## config.mk

```make
export PLATFORM = sky130hd
export DESIGN_NAME = debounce_multi
export DESIGN_NICKNAME = d
export VERILOG_FILES = /design/src/rtl/debounce_pkg.sv /design/src/rtl/debounce_chan.sv /design/src/rtl/debounce_multi.sv
export SDC_FILE = /design/constraint.sdc
export NUM_CORES = 1
export LEC_CHECK = 0
export ABC_AREA = 1
export CORE_ASPECT_RATIO = 1.1
export CORE_MARGIN = 2
export CORE_UTILIZATION = 50
export DETAILED_ROUTE_END_ITERATION = 10
export DONT_BUFFER_PORTS = 1
export HOLD_SLACK_MARGIN = 0.06
export PLACE_DENSITY = 0.74
export SYNTH_ARGS = -nofsm -noshare
export SYNTH_HDL_FRONTEND = slang
export SYNTH_SLANG_ARGS = --single-unit
```

## constraint.sdc

```tcl
create_clock -name clk -period 1.05 [get_ports clk]
set_input_delay 0.21 -clock clk [delete_from_list [all_inputs] [get_ports clk]]
set_output_delay 0.21 -clock clk [all_outputs]
set_load 0.05 [all_outputs]
```

## src/rtl/debounce_pkg.sv

```systemverilog
`default_nettype none
// ============================================================================
// Module      : debounce_pkg
// Description : Shared defaults and width helper for the switch debouncer.
// Revision    : 1.0 - initial release
// ============================================================================
package debounce_pkg;

    localparam int DEFAULT_THRESH   = 5;
    localparam int DEFAULT_PRESCALE = 1;

    // Bits needed to hold values 0..value-1, never less than one bit.
    function automatic int clog2_min1(input int value);
        return (value <= 1) ? 1 : $clog2(value);
    endfunction

endpackage
`default_nettype wire

```

## src/rtl/debounce_chan.sv

```systemverilog
`default_nettype none
// ============================================================================
// Module      : debounce_chan
// Description : One debounce channel: 2-flop synchroniser, stability counter,
//               debounced level and one-cycle rise/fall pulses.
// Revision    : 1.0 - initial release
// ============================================================================
module debounce_chan
    import debounce_pkg::*;
#(
    parameter int THRESH       = DEFAULT_THRESH,
    parameter int REL_DEBOUNCE = 1
) (
    input  logic clk,
    input  logic rst,
    input  logic tick,
    input  logic in,
    output logic out,
    output logic rise,
    output logic fall,
    output logic evt_nxt
);

    localparam int            CW             = clog2_min1(THRESH);
    localparam logic [CW-1:0] c_cnt_last     = CW'(THRESH - 1);
    localparam bit            c_fast_release = (REL_DEBOUNCE == 0);

    logic          r_s1;
    logic          r_s2;
    logic [CW-1:0] r_cnt;
    logic          r_out;
    logic          r_rise;
    logic          r_fall;

    logic [CW-1:0] w_cnt_nxt;
    logic          w_out_nxt;
    logic          w_rise_nxt;
    logic          w_fall_nxt;

    // Next-state decision, taken only on sample ticks; any agreeing sample
    // clears the count so interrupted glitches never add up.
    always_comb begin
        w_cnt_nxt  = r_cnt;
        w_out_nxt  = r_out;
        w_rise_nxt = 1'b0;
        w_fall_nxt = 1'b0;
        if (tick) begin
            if (r_s2 == r_out) begin
                w_cnt_nxt = '0;
            end else if (c_fast_release && r_out && !r_s2) begin
                w_out_nxt  = 1'b0;
                w_fall_nxt = 1'b1;
                w_cnt_nxt  = '0;
            end else if (r_cnt == c_cnt_last) begin
                w_out_nxt  = r_s2;
                w_rise_nxt = r_s2;
                w_fall_nxt = ~r_s2;
                w_cnt_nxt  = '0;
            end else begin
                w_cnt_nxt = r_cnt + 1'b1;
            end
        end
    end

    // Synchroniser and debounce state registers.
    always_ff @(posedge clk) begin
        if (rst) begin
            r_s1   <= 1'b0;
            r_s2   <= 1'b0;
            r_cnt  <= '0;
            r_out  <= 1'b0;
            r_rise <= 1'b0;
            r_fall <= 1'b0;
        end else begin
            r_s1   <= in;
            r_s2   <= r_s1;
            r_cnt  <= w_cnt_nxt;
            r_out  <= w_out_nxt;
            r_rise <= w_rise_nxt;
            r_fall <= w_fall_nxt;
        end
    end

    assign out     = r_out;
    assign rise    = r_rise;
    assign fall    = r_fall;
    assign evt_nxt = w_rise_nxt | w_fall_nxt;

endmodule
`default_nettype wire

```

## src/rtl/debounce_multi.sv

```systemverilog
`default_nettype none
// ============================================================================
// Module      : debounce_multi
// Description : N-channel switch debouncer with shared sample-tick prescaler
//               and a combined any_change pulse.
// Revision    : 1.0 - initial release
// ============================================================================
module debounce_multi
    import debounce_pkg::*;
#(
    parameter int N_CH         = 4,
    parameter int THRESH       = DEFAULT_THRESH,
    parameter int PRESCALE     = DEFAULT_PRESCALE,
    parameter int REL_DEBOUNCE = 1
) (
    input  logic            clk,
    input  logic            rst,
    input  logic [N_CH-1:0] in,
    output logic [N_CH-1:0] out,
    output logic [N_CH-1:0] rise,
    output logic [N_CH-1:0] fall,
    output logic            any_change
);

    localparam int            PW         = clog2_min1(PRESCALE);
    localparam logic [PW-1:0] c_pre_last = PW'(PRESCALE - 1);

    logic [PW-1:0]   r_pre;
    logic            r_any_change;
    logic            w_tick;
    logic [N_CH-1:0] w_evt_nxt;

    // With PRESCALE=1 the counter stays at 0 and tick is permanently high.
    assign w_tick = (r_pre == c_pre_last);

    // Sample-tick prescaler, wrapping 0..PRESCALE-1.
    always_ff @(posedge clk) begin
        if (rst) begin
            r_pre <= '0;
        end else if (w_tick) begin
            r_pre <= '0;
        end else begin
            r_pre <= r_pre + 1'b1;
        end
    end

    for (genvar i = 0; i < N_CH; i++) begin : g_chan
        debounce_chan #(
            .THRESH       (THRESH),
            .REL_DEBOUNCE (REL_DEBOUNCE)
        ) u_chan (
            .clk     (clk),
            .rst     (rst),
            .tick    (w_tick),
            .in      (in[i]),
            .out     (out[i]),
            .rise    (rise[i]),
            .fall    (fall[i]),
            .evt_nxt (w_evt_nxt[i])
        );
    end

    // Registered alongside the per-channel pulses so it aligns with them.
    always_ff @(posedge clk) begin
        if (rst) begin
            r_any_change <= 1'b0;
        end else begin
            r_any_change <= |w_evt_nxt;
        end
    end

    assign any_change = r_any_change;

endmodule
`default_nettype wire

```

==> summary.txt, run 1 <==
Worst setup path
  – Critical path required time: around 1.3 ns
  – CP Buf/Inv Count: 1
  – CP max-delay cell: dfxtp_2
  – CP cell instances: inv_2, ha_4, o21ai_2, o21ai_1, nor2_1, nor2_1, nor2_1
  – Arr. time, crit path: 1.44 ns
  – Critical path's largest stage delay: 0.37 ns
  – Critical path's most frequent cell: nor2_1
  – CP Capture Type: flip-flop
  – Critical path class: reg -> reg
  – Worst path top cell family by delay: flip-flops
  – Worst setup SP type: flip-flop
  – Worst Path Max Fanout: 3

Finish
  – NumNets Final: approximately 240
  – Area Growth Syn to Fin: 44.5%
  – Share of cells above drive strength 1: roughly 58%
  – Antenna diodes: 0
  – Post-route cell area: 0.00217 mm^2

Logic synthesis
  – Post-synth EDFFs: 0
  – Post-synthesis compound-gate area fraction: approximately a tenth
  – #FFs+latches synth: 34
  – YS warnings: 0
  – Top cells by count, synth: dfxtp_1 (34), nand2_1 (32), inv_1 (30)
  – Post-Syn Nets: approximately 200
  – Predominant post-synthesis flop cell: dfxtp_1
  – Count leader, synth: dfxtp_1
  – Synth Area in Adders: roughly 6.7%
  – Post-Synth Simple-Gate Area: between 20% and 30%
  – Count of cell types in the netlist: 21
  – Largest family of logic cells by synthesized area: simple AND/OR/NAND/NOR gates
  – Top cell type by total area after synthesis: dfxtp_1
  – Synth top area cells: dfxtp_1 (45%), nand2_1 (8.0%), inv_1 (7.5%)
  – Multiplexer area fraction after synthesis: 0%
  – Mapped Cells: about 190
  – Synthesized cell area: 0.00150 mm^2
  – Synth Area per Inst: 7.81 um^2
  – Synth top area share: around 45%
  – Post-Synth XOR/XNOR Area: 0.584%
  – Register area share after synthesis: a little under half
  – Async S/R FF share, synth: 0%

Timing
  – Final worst slack: -0.102 ns
  – Final setup viols: 12
  – Fmax: about 870 MHz
  – RSZ-0062 raised after global routing: true
  – Hold Vio Cnt, Final: 21
  – Tcrit/Tclk final: 110%
  – Final Slew Violations: 0
  – Fin Clk Skew: around 0.0094 ns
  – Final min period: between 1 and 1.5 ns
  – Worst hold margin: -0.103 ns

Placed design
  – Placed Area: about 0.0016 mm^2
  – GP Congestion: about 0.81
  – Hpwl dp: between 1.5 and 2 mm
  – Port Buf Inserts: 0

Die
  – Core area: 0.00280 mm^2
  – I/O pin cnt: 19
  – Die ar.: 0.00345 mm^2
  – Chip height: around 60 um
  – FP Rows: 20
  – Die Wd: roughly 56 um
  – Initial Util: a little over half

Flow run
  – Max Cap Viol: 0

Routing
  – Iteration-0 DRC Markers: 28
  – Via density: approximately 5.0
  – Via count: about 1300
  – Final ANT Viol Nets: 0
  – Routed length per instance: approximately 14 um
  – First-pass DRT Iterations: 4
  – # DRC: 0
  – Final WL: 3.68 mm

CTS
  – CTS max path bufs: 2
  – Clk slew on worst S/H paths: 0.11 ns
  – CTS Buf Count: 5
  – CTS tree: done
  – Worst-Skew Late Latency: roughly 0.35 ns
  – Hold_buf cts: 8
  – Clk root buf: clkbuf_4
  – H-tree depth: 2
  – Sink Count: 34

Pwr
  – Tot Pwr: 2.40 mW
  – Peak VDD IR: about 1.2 mV
  – Leakage: between 0.9 and 1 nW
  – PD cells: ~1100 mW/mm^2

GRT
  – GR Util All Layers: between 10% and 20%
  – Antenna violations before repair: 0
  – First-pass GRT wire length: between 4 and 5 mm
  – Vias in the first global route: 1210
  – Grt total ovfl: 0
  – Pin count of the biggest net entering global routing: 29

Min path
  – Worst hold path type: in -> reg

Outcome
  – Violated checks: negative hold slack, negative setup slack
  – Status: finished with violations
[registers in the layout (all words and copies together) (netlist names)]
| name | cells |
|---|---|
| any_change | 1 |
| g_chan.u_chan.rise | 4 |
| g_chan.u_chan.out | 4 |
| g_chan.u_chan.fall | 4 |
| g_chan.u_chan.r_s2 | 4 |
| r_pre | 1 |
| g_chan.u_chan.r_cnt | 12 |
| g_chan.u_chan.r_s1 | 4 |
[power breakdown]
part,total (mW),switching (mW),internal [mW]
logic,0.167,0.0863,0.0811
clock network,0.905,0.448,0.457
registers,1.33,0.0212,1.31
[path summary, 6_finish.rpt]
kind	depth (start not counted)	start	endpoint	slack, ns
worst max-delay path	7	g_chan[2].u_chan.r_cnt[1]	g_chan[2].u_chan.r_cnt[2]	-0.10
worst min-delay path	1	rst	g_chan[1].u_chan.r_cnt[1]	-0.10
worst max register to register	7	g_chan[2].u_chan.r_cnt[1]	g_chan[2].u_chan.r_cnt[2]	-0.10
worst min register to register	2	g_chan[2].u_chan.r_s1	g_chan[2].u_chan.r_s2	0.41
[timing repair]
action / 4_1_cts / 5_1_grt
buffers inserted: 5 / 7
pin swaps: 10 / 30
endpoints found under the hold margin: 27 / 21
gates resized for setup: 57 / 66
endpoints found under the setup margin: 26 / 40
[final cells by class]
class	count	area, um^2
Clock buffer	8	78.8
Fill cell	178	637
Inverter	33	131
Multi-Input combinational cell	108	802
Sequential cell	34	721
Tap cell	33	41.3
Timing Repair Buffer	39	392
[placed cells by master, fill, tap and decap left out, drive strengths merged]
cell	Yosys	routed
a21oi	17	17
buf	17	33
clkbuf	0	8
conb	1	1
dfxtp	34	34
dlygate4sd3	0	4
dlymetal6s4s	0	2
ha	8	8
inv	33	33
nand2	33	33
nand3	8	8
nand4	3	3
nor2	22	22
nor3	4	4
o21ai	9	9
or2	2	2
xor2	1	1
[per-stage QoR]
stage | setup WS [ns] | utilization, % | TNS, ns | instances | hold slack [ns]
2_1_floorplan | 0.000590 | - | 0 | 192 | 0.317
3_3_place_gp | -0.0834 | 56.7 | -0.151 | 229 | 0.276
3_5_place_dp | -0.106 | 56.7 | -0.486 | 229 | 0.278
6_report | -0.102 | 77.3 | -0.394 | 255 | -0.103
5_1_grt | -0.177 | 77.3 | -1.32 | 255 | -0.110
4_1_cts | -0.0382 | 68.1 | -0.136 | 250 | -0.0920
[logic make-up (layout without fill, tap and decap cells)]
group	after synthesis	in the layout
flip-flops	34	34
adder cells (fa/ha/maj)	8	8
AND/OR/NAND/NOR	72	72
XOR/XNOR	1	1
other	1	1
buffers and inverters	50	80
AO/OA/AOI/OAI	26	26
[worst reg2reg max path, cell delays in order, from the launching register on]
cell	delay (ns)
dfxtp_2	0.37
inv_2	0.05
ha_4	0.16
o21ai_2	0.13
o21ai_1	0.12
nor2_1	0.14
nor2_1	0.05
nor2_1	0.08
[per-layer routing]
metal / vias up / part of all wire [%] / track usage, %
li1: 632 / - / -
met1: 593 / 41 / 19.1
met2: 34 / 51 / 35.0
met3: 14 / 4.1 / 7.98
met4: 0 / 4.3 / 9.18
met5: - / 0 / 0
(Power assumes the default switching activity.)
==> run 2, diff against run 1 <==
CORE_MARGIN = default   (was 2)
SETUP_SLACK_MARGIN = 0.5   (was default)
SKIP_CTS_REPAIR_TIMING = 1   (was default)
==> summary.txt, run 2 (synthesis gave the netlist of run 1 again) <==
Outcome
  – Status: finished with violations
  – Violated checks: negative hold slack, negative setup slack

Finish
  – Area Growth Syn to Fin: 31.6%
  – Antenna diodes: 0
  – NumNets Final: around 210
  – Largest Register: g_chan.u_chan.r_cnt
  – Max FFs per register: 12
  – Most frequent cells in the layout: nand2_1 (20), nor2_1 (20), inv_2 (15), inv_1 (14)
  – Share of cells above drive strength 1: roughly 56%

Routing
  – Via density: 5.00
  – First-pass DRT Iterations: 4
  – Via count: approximately 1200
  – Final ANT Viol Nets: 0
  – # DRC: 0
  – Routed length per instance: around 13 um
  – Iteration-0 DRC Markers: 29
  – Final WL: approximately 2.9 mm

Timing
  – Final min period: approximately 1.1 ns
  – Final setup viols: 9
  – Worst hold margin: -0.0951 ns
  – Hold Vio Cnt, Final: 27
  – Tcrit/Tclk final: 105%
  – Fmax: about 900 MHz
  – Final worst slack: -0.0504 ns
  – Final Slew Violations: 0
  – Fin Clk Skew: ~0.0073 ns
  – RSZ-0062 raised after global routing: true
  – Setup tns final: -0.253 ns

Placed design
  – GP Congestion: 0.733
  – Port Buf Inserts: 0
  – Hpwl dp: approximately 1.8 mm

Pwr
  – Leakage: between 0.8 and 0.9 nW
  – PD cells: ~1200 mW/mm^2
  – Tot Pwr: approximately 2.3 mW
  – Peak VDD IR: roughly 1.1 mV

GRT
  – GR Util All Layers: 19.1%
  – Antenna violations before repair: 0
  – Grt total ovfl: 0
  – Vias in the first global route: 1070
  – Pin count of the biggest net entering global routing: 29
  – First-pass GRT wire length: 4.31 mm

Die
  – Die ar.: approximately 0.0032 mm^2
  – Chip height: between 50 and 60 um
  – Die Wd: approximately 54 um
  – FP Rows: 20
  – Core area: approximately 0.0028 mm^2
  – I/O pin cnt: 19
  – Initial Util: between 50% and 60%

Worst setup path
  – R2R Path Start: r_pre
  – Critical path required time: ~0.84 ns
  – Critical path's largest stage delay: approximately 0.40 ns
  – Arr. time, crit path: between 0.8 and 0.9 ns
  – Critical path class: reg -> out
  – CP Capture Type: output port
  – Reg2reg path depth: 6
  – CP cell instances: buf_8
  – FF-to-FF End: g_chan[1].u_chan.r_cnt[0]
  – CP max-delay cell: dfxtp_4
  – CP Buf/Inv Count: 1
  – Register-to-register setup slack: -0.04 ns
  – Worst setup SP type: flip-flop
  – Worst Path Max Fanout: 5
  – Worst path top cell family by delay: flip-flops

CTS
  – Worst-Skew Late Latency: ~0.34 ns
  – CTS tree: done
  – CTS max path bufs: 2
  – H-tree depth: 2
  – Clk slew on worst S/H paths: 0.10 ns
  – Sink Count: 34
  – Clk root buf: clkbuf_4
  – CTS Buf Count: 5

Min path
  – Worst hold path type: in -> reg
  – Hold path depth: 1
  – Hold Path End: g_chan[2].u_chan.r_cnt[1]
  – Hold wc startpoint: rst

Flow run
  – Max Cap Viol: 0
-- run 2: cell types whose count changed in the layout (fill, tap and decap cells not counted), moves of 3 or more --
cell,change
dfxtp_2,-10
dfxtp_4,+10
buf_4,-7
buf_6,-7
dlygate4sd3_1,-4
buf_8,-3
o21ai_1,+3
-- run 2: per-stage QoR --
step	util, %	hold WS (ns)	cells	setup slack (ns)	cell area, um^2
floorplan	-	0.322	192	0.0876	1710
global placement	57.4	0.269	216	0.0223	1610
detailed placement	57.4	0.270	216	-0.00506	1610
CTS	60.2	-0.0990	224	-0.0947	1690
global route	70.4	-0.116	234	-0.103	1970
finish	70.4	-0.0951	234	-0.0504	1970
-- run 2: power by group --
group | internal (mW) | total, mW | switching (mW)
clock network | 0.457 | 0.894 | 0.437
logic | 0.0702 | 0.148 | 0.0775
registers | 1.28 | 1.30 | 0.0200
-- run 2: worst max path at each step --
stage / from / end / slack, ns / depth (start not counted)
detailed placement: r_pre / g_chan[1].u_chan.r_cnt[0] / -0.005 / 6
finish: g_chan[0].u_chan.out / out[0] / -0.05 / 1
global route: r_pre / g_chan[1].u_chan.r_cnt[0] / -0.10 / 6
global placement: g_chan[0].u_chan.r_cnt[1] / any_change / 0.02 / 8
CTS: g_chan[0].u_chan.out / out[0] / -0.09 / 1
floorplan: g_chan[0].u_chan.r_cnt[1] / any_change / 0.09 / 8
-- run 2: layout make-up --
class,count,area (um^2)
fillers,221,830
multi-input cells,108,783
flip-flops and latches,34,746
repair buffers,18,190
inverters,33,134
clock buffers,8,78.8
well taps,33,41.3
-- run 2: per-layer routing --
metal / vias to the layer above / GRT usage, % / part of all wire (%)
met1: 543 / 18.7 / 38
met4: 0 / 7.69 / 1.6
li1: 596 / - / -
met2: 24 / 33.6 / 55
met5: - / 0 / 0
met3: 7 / 8.97 / 5.3
